--- config.mk ---
export PLATFORM = sky130hd
export DESIGN_NAME = switch_conditioner
export DESIGN_NICKNAME = d
export VERILOG_FILES = /design/src/rtl/switch_conditioner.sv
export SDC_FILE = /design/constraint.sdc
export NUM_CORES = 1
export LEC_CHECK = 0
export ABC_CLOCK_PERIOD_IN_PS = 2350
export CORE_MARGIN = 1
export CORE_UTILIZATION = 51
export DETAILED_ROUTE_END_ITERATION = 10
export PLACE_DENSITY = 0.74
export SYNTH_ARGS = -nofsm -noshare
export SYNTH_HDL_FRONTEND = slang
export SYNTH_SLANG_ARGS = --single-unit
--- constraint.sdc ---
create_clock -name clock -period 2.35 [get_ports clock]
set_input_delay 0.235 -clock clock [delete_from_list [all_inputs] [get_ports clock]]
set_output_delay 0.235 -clock clock [all_outputs]
set_load 0.1 [all_outputs]
--- src/rtl/switch_conditioner.sv ---
// Synchronises, debounces and one-hot-validates the front-panel mode switches.
// Latency: outputs update DEBOUNCE_CYCLES+3 edges after a new stable pin level; no backpressure.
module switch_conditioner #(
    parameter int WIDTH           = 5,
    parameter int DEBOUNCE_CYCLES = 1000000,
    parameter int CNT_WIDTH       = 20,
    parameter bit ACTIVE_LOW      = 1'b1
) (
    input  logic             clock,
    input  logic             reset,
    input  logic [WIDTH-1:0] switch_raw,
    output logic [WIDTH-1:0] config_out,
    output logic             config_valid,
    output logic             config_strobe,
    output logic             config_error
);

    localparam logic [WIDTH-1:0]     OFF_LEVEL = {WIDTH{ACTIVE_LOW}};
    localparam logic [CNT_WIDTH-1:0] CNT_MAX   = CNT_WIDTH'(DEBOUNCE_CYCLES);
    localparam logic [CNT_WIDTH-1:0] CNT_EVAL  = CNT_WIDTH'(DEBOUNCE_CYCLES - 1);

    logic [WIDTH-1:0]     sync1_q, sync1_d;
    logic [WIDTH-1:0]     sync2_q, sync2_d;
    logic [WIDTH-1:0]     cand_q, cand_d;
    logic [CNT_WIDTH-1:0] cnt_q, cnt_d;
    logic [WIDTH-1:0]     out_q, out_d;
    logic                 valid_q, valid_d;
    logic                 strobe_q, strobe_d;
    logic                 err_q, err_d;

    logic [WIDTH-1:0]     s;
    logic                 eval;
    logic                 cand_onehot;

    // Polarity is normalised after the synchroniser so both flops see raw pin levels.
    assign s           = ACTIVE_LOW ? ~sync2_q : sync2_q;
    assign cand_onehot = (cand_q != '0) && ((cand_q & (cand_q - WIDTH'(1))) == '0);

    always_comb begin
        sync1_d  = switch_raw;
        sync2_d  = sync1_q;
        cand_d   = cand_q;
        cnt_d    = cnt_q;
        out_d    = out_q;
        valid_d  = valid_q;
        strobe_d = 1'b0;
        err_d    = err_q;
        eval     = 1'b0;

        if (s != cand_q) begin
            cand_d = s;
            cnt_d  = '0;
        end else begin
            if (cnt_q < CNT_MAX) begin
                cnt_d = cnt_q + CNT_WIDTH'(1);
            end
            // Fires once per stable period: the counter moves past CNT_EVAL and then saturates.
            eval = (cnt_q == CNT_EVAL);
        end

        if (eval) begin
            if (cand_onehot) begin
                err_d = 1'b0;
                if (cand_q != out_q) begin
                    out_d    = cand_q;
                    strobe_d = 1'b1;
                    valid_d  = 1'b1;
                end
            end else begin
                err_d = 1'b1;
            end
        end
    end

    always_ff @(posedge clock) begin
        if (reset) begin
            sync1_q  <= OFF_LEVEL;
            sync2_q  <= OFF_LEVEL;
            cand_q   <= '0;
            cnt_q    <= '0;
            out_q    <= '0;
            valid_q  <= 1'b0;
            strobe_q <= 1'b0;
            err_q    <= 1'b0;
        end else begin
            sync1_q  <= sync1_d;
            sync2_q  <= sync2_d;
            cand_q   <= cand_d;
            cnt_q    <= cnt_d;
            out_q    <= out_d;
            valid_q  <= valid_d;
            strobe_q <= strobe_d;
            err_q    <= err_d;
        end
    end

    assign config_out    = out_q;
    assign config_valid  = valid_q;
    assign config_strobe = strobe_q;
    assign config_error  = err_q;

endmodule

==> summary.md, run 1 <==
| Metric | Value |
|---|---|
| Status | `complete, no violations` |
| DP Wirelength | `2620 um` |
| Initial antenna violation count | `0` |
| Sw Pwr | `about 0.34 mW` |
| WP buf/inv | `0` |
| Wire length per cell | `13.2 um` |
| Max Fclk | `~440 MHz` |
| Skew-Pair Late Insertion Delay | `just over 300 ps` |
| Inserted Diodes | `0` |
| Fin area | `~2300 um^2` |
| WP data arrival | `between 2000 and 2500 ps` |
| Mean post-synth cell area | `8.88 um^2` |
| Min cycle time layout | `~2300 ps` |
| Clk sinks | `43` |
| Post-CTS Setup Bufs | `0` |
| Row cnt | `22` |
| Switching part of the total power | `between 20% and 30%` |
| Clock Root Buffer | `clkbuf_8` |
| Syn Inst Count | `between 200 and 250` |
| H-Tree Depth | `2` |
| Commonest non-fill, non-tap cell in the layout | `dfxtp_1` |
| Yosys warns | `0` |
| Clock power share | `a little under two fifths` |
| CTS buffer count | `5` |
| Grt total ovfl | `0` |
| Final Max Tran Viols | `0` |
| Peak VDD IR | `~380 uV` |
| Crit. End Element | `register` |
| Most frequent cells in the layout | `43 x dfxtp_1, 28 x nor2_1, 17 x buf_4` |
| CP Cell Sequence | `or4_4 > or4_4 > or4_4 > o31ai_1 > a21oi_1` |
| Core Area | `about 3700 um^2` |
| Distinct cells, synth | `approximately 40` |
| HP Class | `register to register` |
| Drt drc | `0` |
| CP max stage delay | `about 520 ps` |
| Vias | `roughly 1.6k` |
| Die Area | `just over 4000 um^2` |
| Setup repair after global routing missed its margin | `no` |
| Max cap viols | `0` |
| Tightest Pin Transition | `approximately 760 ps` |
| Slew Limit Headroom | `a little under half` |
| Clk buf depth | `2` |
| PD cells | `roughly 590 nW/um^2` |
| Layout cell share with drive strength beyond 1 | `18.0%` |
| EDFF count, synth | `0` |
| I/O pin cnt | `15` |
| Placer congestion estimate | `about 0.87` |
| Fin crit share | `a little over nine tenths` |
| Most used cell, CP | `or4_4` |
| Leakage power | `approximately 0.79 nW` |
| Final nets | `between 200 and 250` |
| Type of origin of the critical path | `register` |
| Vias in the first global route | `1,455` |
| All-Layer GR Usage | `21.1%` |
| Hold Fails Final Rpt | `0` |
| First drt pass iteration count | `4` |
| Clock Skew | `~7.7 ps` |
| # setup viols final | `0` |
| Vias/cell | `5.63` |
| Post-Route WL | `between 3000 and 4000 um` |
| Clk slew on worst S/H paths | `about 90 ps` |
| First-pass GRT wire length | `~6700 um` |
| Area growth syn-to-layout | `15.7%` |
| CTS tree | `done` |
| Seq/Total Area, Yosys | `between 40 and 50%` |
| Post-synth top flop | `dfxtp_1` |
| Post-CTS Hold Buffers | `0` |
| Chip Height | `between 60 and 70 um` |
| Top delay family on crit path | `simple AND/OR/NAND/NOR gates` |
| Worst-path cell with the longest stage delay | `or4_4` |
| CP Data Required Time | `about 2600 ps` |
| Largest net degree at the start of global routing | `26` |
| Gate power share | `5.9%` |
| Port Buffers | `14` |
| Post-Syn Nets | `~230` |
| Routed Antenna Nets | `0` |
| Synthesized flop and latch total | `43` |
| Ys async rst share | `0%` |
| Cell Area, Synth | `~1900 um^2` |
| Worst Path Max Fanout | `6` |
| Iteration-0 DRC Markers | `between 100 and 150` |
| Chip Width | `between 60 and 70 um` |
| Internal | `about 1 mW` |
| CP Class | `register to register` |
| Placed inst area | `about 2200 um^2` |
| Sequential power share | `56.5%` |
| Starting Density | `53.1%` |
| Total Power | `approximately 1.3 mW` |
[flip-flops by register name (all words and copies together), names as in the netlist]
name           count
cand_q             5
cnt_q             20
config_error       1
config_out         5
config_strobe      1
config_valid       1
sync1_q            5
sync2_q            5
[final timing paths]
kind         slack (ps)       endpoint  cells after the start       start
max                  70  config_out[2]                      5   cnt_q[12]
min                 410     sync2_q[0]                      1  sync1_q[0]
max reg2reg          70  config_out[2]                      5   cnt_q[12]
min reg2reg         410     sync2_q[0]                      1  sync1_q[0]
[cell usage after synthesis (2+ instances only)]
cell        n  area share, %
a21oi_1    10            2.6
clkbuf_1    8            1.5
xor2_1     13            5.9
o31ai_1     5            1.9
nor3_1      5            1.3
or4_1       3            1.2
mux2i_1     2            1.0
or4_4       2            1.2
nand2_1    13            2.5
nand4_1     9            2.9
and2_1      2           0.64
a211o_1     3            1.4
nand3_1     4            1.0
xnor2_1    11            5.0
and3_1      2           0.64
dfxtp_1    43             44
o21ai_1     3           0.77
or2_2      12            3.9
nor4_1      2           0.64
o21ai_0     3           0.77
a31oi_1     3           0.96
nand2b_1    2           0.64
or3_1       5            1.6
inv_1       2           0.39
o2111ai_1   2           0.90
o211ai_1    2           0.77
buf_1       2           0.39
a211oi_1    2           0.77
nor2_1     28            5.4
a2111oi_0   3            1.4
and4_1      3            1.4
[kinds of logic (layout without fill, tap and decap cells)]
group	Yosys count	in the layout	synth area share, %
AO/OA/AOI/OAI	38	38	13.2
XOR/XNOR	24	24	10.8
adder cells (fa/ha/maj)	1	1	0.643
buffers and inverters	13	33	2.57
flip-flops	43	43	44.2
multiplexers	2	2	1.03
AND/OR/NAND/NOR	98	98	27.5
[power by group through the flow]
stage	combinational (mW)	clock, mW	sequential (mW)
5_1_grt	0.0887	0.546	0.753
3_3_place_gp	0.0772	0	0.767
4_1_cts	0.0790	0.514	0.751
2_1_floorplan	0.0546	0	0.764
6_report	0.0782	0.499	0.751
3_5_place_dp	0.0780	0	0.768
[through the flow]
stage	cells	worst slack (ps)	hold WS, ps	utilization [%]	TNS, ps
after floorplan	219	72.0	339	-	0
after global placement	279	47.1	391	58.7	0
after detailed placement	279	-23.1	392	58.7	-23.1
after CTS	287	58.5	414	61.4	0
after global routing	287	4.49	428	61.5	0
final	287	71.8	414	61.5	0
[area by class of cell]
type,count,area (um^2)
repair buffers,23,188
clock buffers,5,68.8
well taps,48,60.1
multi-input cells,163,1040
fillers,334,1410
inverters,2,7.51
clock inverters,3,26.3
flip-flops and latches,43,861
[what timing repair did]
action                                  4_1_cts  5_1_grt
pin swaps                                     0        0
resized for setup                             1        1
endpoints found under the setup margin        2        1
[worst register-to-register path: stages, from the launching register on]
cell     delay, ps
dfxtp_1        340
or4_4          520
or4_4          500
or4_4          480
o31ai_1        240
a21oi_1        100
[layer usage]
layer | vias up | global-route usage, % | wire, um
met2 | 45 | 32.7 | 1690
met1 | 738 | 27.6 | 1790
met4 | 0 | 9.66 | 87
met5 | - | 0 | 0
li1 | 823 | - | -
met3 | 9 | 5.18 | 223
Note: power is estimated with default switching activity, not from simulation.
==> inputs of run 2 (changes only) <==
- CORE_UTILIZATION: 51 -> 33
- PLACE_DENSITY: 0.74 -> 0.52
==> run 2 against run 1 <==
  * Wire length is 6.6% higher
  * Power up 0.92%
  * Worst setup slack lost 18 ps
  * Critical path type unchanged
  * First-iteration DRC count shrank 45%
==> summary.md, run 2 (synthesis gave the netlist of run 1 again) <==
| Metric | Value |
|---|---|
| Area of the multi-input gates | `1050 um^2 (+0.96%)` |
| Row cnt | `27 (+23%)` |
| Type of origin of the critical path | `register` |
| Most frequent cells in the layout | `43 x dfxtp_1, 28 x nor2_1, 20 x buf_4` |
| WP data arrival | `2490 ps (+20 ps)` |
| Most flop-heavy register | `cnt_q` |
| Reg2Reg Setup Slack | `50 ps (-20 ps)` |
| Wire length per cell | `12.9 um (-2.6%)` |
| Leakage power | `0.810 nW (+2.2%)` |
| Fillers | `600 (+80%)` |
| Chip Height | `78.8 um (+24%)` |
| Placed inst area | `2200 um^2 (+2.4%)` |
| Core Area | `5610 um^2 (+53%)` |
| Seq. cell area | `861 um^2 (unchanged)` |
| Die Area | `6210 um^2 (+53%)` |
| Clk buf depth | `2 (unchanged)` |
| Chip Width | `78.8 um (+24%)` |
| CTS tree | `done` |
| Vias/cell | `5.01 (-11%)` |
| HP Class | `register to register` |
| Hold Path Depth | `1 (unchanged)` |
| Inserted Diodes | `0 (unchanged)` |
| Hold Path Origin | `sync1_q[0]` |
| All-Layer GR Usage | `14.6% (-6.5 points)` |
| Worst R2R Start | `cnt_q[11]` |
| Worst-path cell with the longest stage delay | `or4_4` |
| Largest net degree at the start of global routing | `26 (unchanged)` |
| Commonest non-fill, non-tap cell in the layout | `dfxtp_1` |
| Hold Slack | `414 ps (+0.816 ps)` |
| Max Fclk | `435 MHz (-0.78%)` |
| Routed Antenna Nets | `0 (unchanged)` |
| Final nets | `249 (+1.2%)` |
| Top delay family on crit path | `simple AND/OR/NAND/NOR gates` |
| Max cap viols | `0 (unchanged)` |
| CP max stage delay | `530 ps (about the same)` |
| Iteration-0 DRC Markers | `64 (-45%)` |
| # setup viols final | `0 (unchanged)` |
| WP buf/inv | `0 (unchanged)` |
| Hold endpoint | `sync2_q[0]` |
| R2R depth | `5 (unchanged)` |
| Clk sinks | `43 (unchanged)` |
| Clk slew on worst S/H paths | `100 ps (about the same)` |
| Worst Path Max Fanout | `6 (unchanged)` |
| Clock Skew | `9.29 ps (+1.58 ps)` |
| Most used cell, CP | `or4_4` |
| CP Cell Sequence | `or4_4 > or4_4 > or4_4 > o31ai_1 > a21oi_1` |
| CP Class | `register to register` |
| Initial antenna violation count | `0 (unchanged)` |
| Setup TNS | `0 ps (unchanged)` |
| Max reg flops | `20 (unchanged)` |
| DP Wirelength | `2800 um (+6.9%)` |
| Min cycle time layout | `2300 ps (+18.0 ps)` |
| Layout cell share with drive strength beyond 1 | `19.8% (+1.8 points)` |
| Vias in the first global route | `1,443 (-0.82%)` |
| Setup repair after global routing missed its margin | `no` |
| Status | `complete, no violations` |
| Fin area | `2310 um^2 (+2.8%)` |
| Util after Layout | `41.3% (-20 points)` |
| Area growth syn-to-layout | `18.9%` |
| First-pass GRT wire length | `7110 um (+6.4%)` |
| Final Max Tran Viols | `0 (unchanged)` |
| Hold Fails Final Rpt | `0 (unchanged)` |
| PD cells | `579 nW/um^2 (-1.8%)` |
| Post-Route WL | `4040 um (+6.6%)` |
| Tightest Pin Transition | `600 ps (-163 ps)` |
| Peak VDD IR | `247 uV (-36%)` |
| Starting Density | `34.7% (-18 points)` |
| Placer congestion estimate | `0.808 (-6.6%)` |
| Grt total ovfl | `0 (unchanged)` |
| Setup ws final | `53.8 ps (-18.0 ps)` |
| I/O pin cnt | `15 (unchanged)` |
| Slew Limit Headroom | `60.0% (+12 points)` |
| Port Buffers | `14 (unchanged)` |
| First drt pass iteration count | `4 (unchanged)` |
| Vias | `1,573 (-2.6%)` |
| Post-Place Worst Slack | `-38.6 ps (-15.5 ps)` |
| Fin crit share | `97.7% (+0.77 points)` |
| CTS buffer count | `5 (unchanged)` |
| Reg2reg end | `config_out[0]` |
| CP Data Required Time | `2550 ps (about the same)` |
| Clock Root Buffer | `clkbuf_8` |
| Skew-Pair Late Insertion Delay | `310 ps (about the same)` |
| Crit. End Element | `register` |
| Drt drc | `0 (unchanged)` |
| H-Tree Depth | `2 (unchanged)` |
[run 2: cell types whose count changed in the layout (fill, tap and decap cells not counted), sizes merged]
| cell | change |
|---|---|
| buf | +3 |
| clkinv | -1 |
| inv | +1 |
[run 2: metal layers]
layer,up-vias,global-route usage [%],wire (um)
met5,-,0,0
met4,0,5.93,71
met3,7,3.56,165
met2,28,21.6,1680
met1,712,20.3,2120
li1,826,-,-
[run 2: worst max path at each step]
stage	from	endpoint	slack, ps	cells past startpoint
floorplan	cnt_q[11]	config_out[1]	70	6
global placement	cnt_q[11]	config_out[4]	40	5
detailed placement	cnt_q[11]	config_out[0]	-40	5
CTS	cnt_q[11]	config_out[0]	50	5
global route	cnt_q[11]	config_out[4]	2	5
finish	cnt_q[11]	config_out[0]	50	5
[run 2: layout make-up]
class	count	area share, %
clock buffer	5	2.97
clock inverter	3	1.14
inverter	2	0.324
multi-input combinational	163	45.4
sequential	43	37.2
tap	72	3.89
timing repair buffer	26	9.09
[run 2: timing repair]
item                       in CTS  in global routing
gates resized for setup         1                  3
buffers inserted                0                  0
hold buffers                    0                  0
setup endpoints to repair       3                  2
[run 2: report_power, final]
group | switching (mW) | internal (mW)
clock network | 0.288 | 0.221
logic | 0.0484 | 0.0332
registers | 0.00956 | 0.741
total | 0.346 | 0.995
[run 2: worst register-to-register path, delay by kind of cell (launching register included)]
family          cells  cell delay [ps]
simple gates        3             1520
compound gates      2              350
flops               1              320
[run 2: per-stage QoR]
stage	instances	total power, mW
2_1_floorplan	219	0.819
3_3_place_gp	306	0.848
3_5_place_dp	306	0.849
4_1_cts	314	1.37
5_1_grt	314	1.41
6_report	314	1.34
==> inputs of run 3 (changes only) <==
- CELL_PAD_IN_SITES_DETAIL_PLACEMENT: unset -> 0
- CELL_PAD_IN_SITES_GLOBAL_PLACEMENT: unset -> 1
- CTS_BUF_LIST: unset -> sky130_fd_sc_hd__clkbuf_4
- PLACE_DENSITY: 0.52 -> 0.64
==> run 3 against run 2 <==
  * Critical path type unchanged
  * Sequential share of layout area is 0.70 points higher
  * Combinational power fell by 2.5%
  * Via count rose by 0.19%
  * Power is 8.4% lower
  * Maximum frequency up 2.5%
  * Critical path depth is the same
  * Worst hold slack improved by 5.6 ps
  * Wire length decreased by 0.32%
  * Sequential power about the same
  * Clock power is 22% lower
  * Global-route usage decreased by 0.43 points
  * Clock skew rose by 3.0 ps
==> summary.md, run 3 (synthesis gave the netlist of run 1 again) <==
| Metric | Value |
|---|---|
| Status | `complete, no violations` |
| Max Fclk | `446 MHz (+2.5%)` |
| Critical Path Source | `cnt_q[11]` |
| Drt drc | `0 (unchanged)` |
| Placer congestion estimate | `0.737 (-8.8%)` |
| Worst R2R Start | `cnt_q[11]` |
| Chip Width | `78.8 um (unchanged)` |
| Post-CTS Hold Buffers | `0 (unchanged)` |
| Final nets | `249 (unchanged)` |
| CP max stage delay | `530 ps (about the same)` |
| CTS buffer count | `5 (unchanged)` |
| Final Max Tran Viols | `0 (unchanged)` |
| Clk sinks | `43 (unchanged)` |
| CP Class | `register to register` |
| Layout cell share with drive strength beyond 1 | `19.0% (-0.83 points)` |
| Type of origin of the critical path | `register` |
| Area growth syn-to-layout | `16.7%` |
| Setup repair after global routing missed its margin | `no` |
| Largest net degree at the start of global routing | `26 (unchanged)` |
| H-Tree Depth | `2 (unchanged)` |
| Leakage power | `0.794 nW (-1.9%)` |
| Met2 wire len | `1720 um (+2.1%)` |
| Routed Antenna Nets | `0 (unchanged)` |
| DP Wirelength | `2830 um (+1.1%)` |
| Clock Root Buffer | `clkbuf_4` |
| Most frequent cells in the layout | `43 x dfxtp_1, 28 x nor2_1, 20 x buf_4` |
| Hold Path Origin | `switch_raw[0]` |
| WP data arrival | `2510 ps (+20 ps)` |
| Metal1 wirelength | `2160 um (+2.1%)` |
| CP Data Required Time | `2620 ps (+70 ps)` |
| Row cnt | `27 (unchanged)` |
| # setup viols final | `0 (unchanged)` |
| Iteration-0 DRC Markers | `64 (unchanged)` |
| Wire length per cell | `12.8 um (-0.32%)` |
| Die Area | `6210 um^2 (unchanged)` |
| Skew-Pair Late Insertion Delay | `360 ps (+50 ps)` |
| Vias in the first global route | `1,407 (-2.5%)` |
| Worst-path cell with the longest stage delay | `or4_4` |
| Chip Height | `78.8 um (unchanged)` |
| Min cycle time layout | `2240 ps (-55.6 ps)` |
| Worst Path Max Fanout | `6 (unchanged)` |
| Vias | `1,576 (+0.19%)` |
| Grt total ovfl | `0 (unchanged)` |
| Post-Route WL | `4030 um (-0.32%)` |
| All-Layer GR Usage | `14.2% (-0.43 points)` |
| Commonest non-fill, non-tap cell in the layout | `dfxtp_1` |
| Peak VDD IR | `211 uV (-15%)` |
| First-pass GRT wire length | `6940 um (-2.3%)` |
| Hold Fails Final Rpt | `0 (unchanged)` |
| Top delay family on crit path | `simple AND/OR/NAND/NOR gates` |
| PD cells | `541 nW/um^2 (-6.7%)` |
| Fillers | `620 (+3.3%)` |
| Max reg flops | `20 (unchanged)` |
| Initial antenna violation count | `0 (unchanged)` |
| Fin crit share | `95.3% (-2.4 points)` |
| Core Area | `5610 um^2 (unchanged)` |
| Hold Slack | `420 ps (+5.60 ps)` |
| Most used cell, CP | `or4_4` |
| Slew Limit Headroom | `62.8% (+2.8 points)` |
| Starting Density | `34.7% (unchanged)` |
| Crit. End Element | `register` |
| Max cap viols | `0 (unchanged)` |
| First drt pass iteration count | `4 (unchanged)` |
| CTS tree | `done` |
| Vias/cell | `5.02 (+0.19%)` |
| Clock Skew | `12.3 ps (+3.04 ps)` |
| WP buf/inv | `0 (unchanged)` |
| Tightest Pin Transition | `544 ps (-55.9 ps)` |
| Inserted Diodes | `0 (unchanged)` |
| HP Class | `input pin to register` |
| Post-CTS Setup Bufs | `0 (unchanged)` |
| Clk slew on worst S/H paths | `150 ps (+50 ps)` |
| Met3 WL | `107 um (-35%)` |
| Uppermost layer routed | `met4` |
| Util after Layout | `40.5% (-0.76 points)` |
| Clk buf depth | `2 (unchanged)` |
| Port Buffers | `14 (unchanged)` |
| Most flop-heavy register | `cnt_q` |
| Setup TNS | `0 ps (unchanged)` |
| CP Cell Sequence | `or4_4 > or4_4 > or4_4 > o31ai_1 > a21oi_1` |
| I/O pin cnt | `15 (unchanged)` |
-- run 3: cell types whose count changed in the layout (fill, tap and decap cells not counted), sizes merged --
cell	before	now
clkinv	0	1
inv	5	4
-- run 3: through the flow --
step | total power, mW | cells | cell area, um^2 | setup slack, ps
after floorplan | 0.819 | 219 | 1950 | 72.0
after global placement | 0.848 | 306 | 2200 | 27.9
after detailed placement | 0.847 | 306 | 2200 | 4.81
after CTS | 1.25 | 314 | 2270 | 2.40
after global routing | 1.29 | 314 | 2270 | 23.6
final | 1.23 | 314 | 2270 | 109
-- run 3: per-layer routing --
| layer | GRT usage, % | vias to the layer above |
|---|---|---|
| met5 | 0 | - |
| met4 | 5.00 | 0 |
| met3 | 3.79 | 2 |
| met2 | 20.8 | 24 |
| met1 | 19.8 | 725 |
| li1 | - | 825 |
-- run 3: final timing paths --
path | depth (start not counted) | slack [ps] | endpoint
setup reg to reg | 5 | 110 | config_out[1]
hold / removal | 2 | 420 | sync1_q[0]
hold reg to reg | 1 | 430 | sync2_q[0]
setup / recovery | 5 | 110 | config_out[1]
-- run 3: what timing repair did --
action | 4_1_cts | 5_1_grt
endpoints found under the hold margin | 0 | 0
resized for setup | 0 | 1
endpoints found under the setup margin | 0 | 4
-- run 3: power breakdown --
| part | internal, mW | switching [mW] |
|---|---|---|
| sequential | 0.742 | 0.00932 |
| combinational | 0.0330 | 0.0466 |
| clock | 0.127 | 0.270 |
| total | 0.902 | 0.326 |
-- run 3: worst reg2reg max path, delay by kind of cell, from the launching register on --
family	cells	cell delay, ps
AO/OA/AOI/OAI	2	310
AND/OR/NAND/NOR	3	1510
flip-flops	1	340
-- run 3: final cells by class --
cell class / count / area (um^2) / share of cell area [%]
timing repair buffer: 26 / 210 / 9.26
clock inverter: 3 / 26.3 / 1.16
clock buffer: 5 / 37.5 / 1.65
inverter: 2 / 7.51 / 0.331
tap: 72 / 90.1 / 3.97
multi-input combinational: 163 / 1040 / 45.7
sequential: 43 / 861 / 37.9
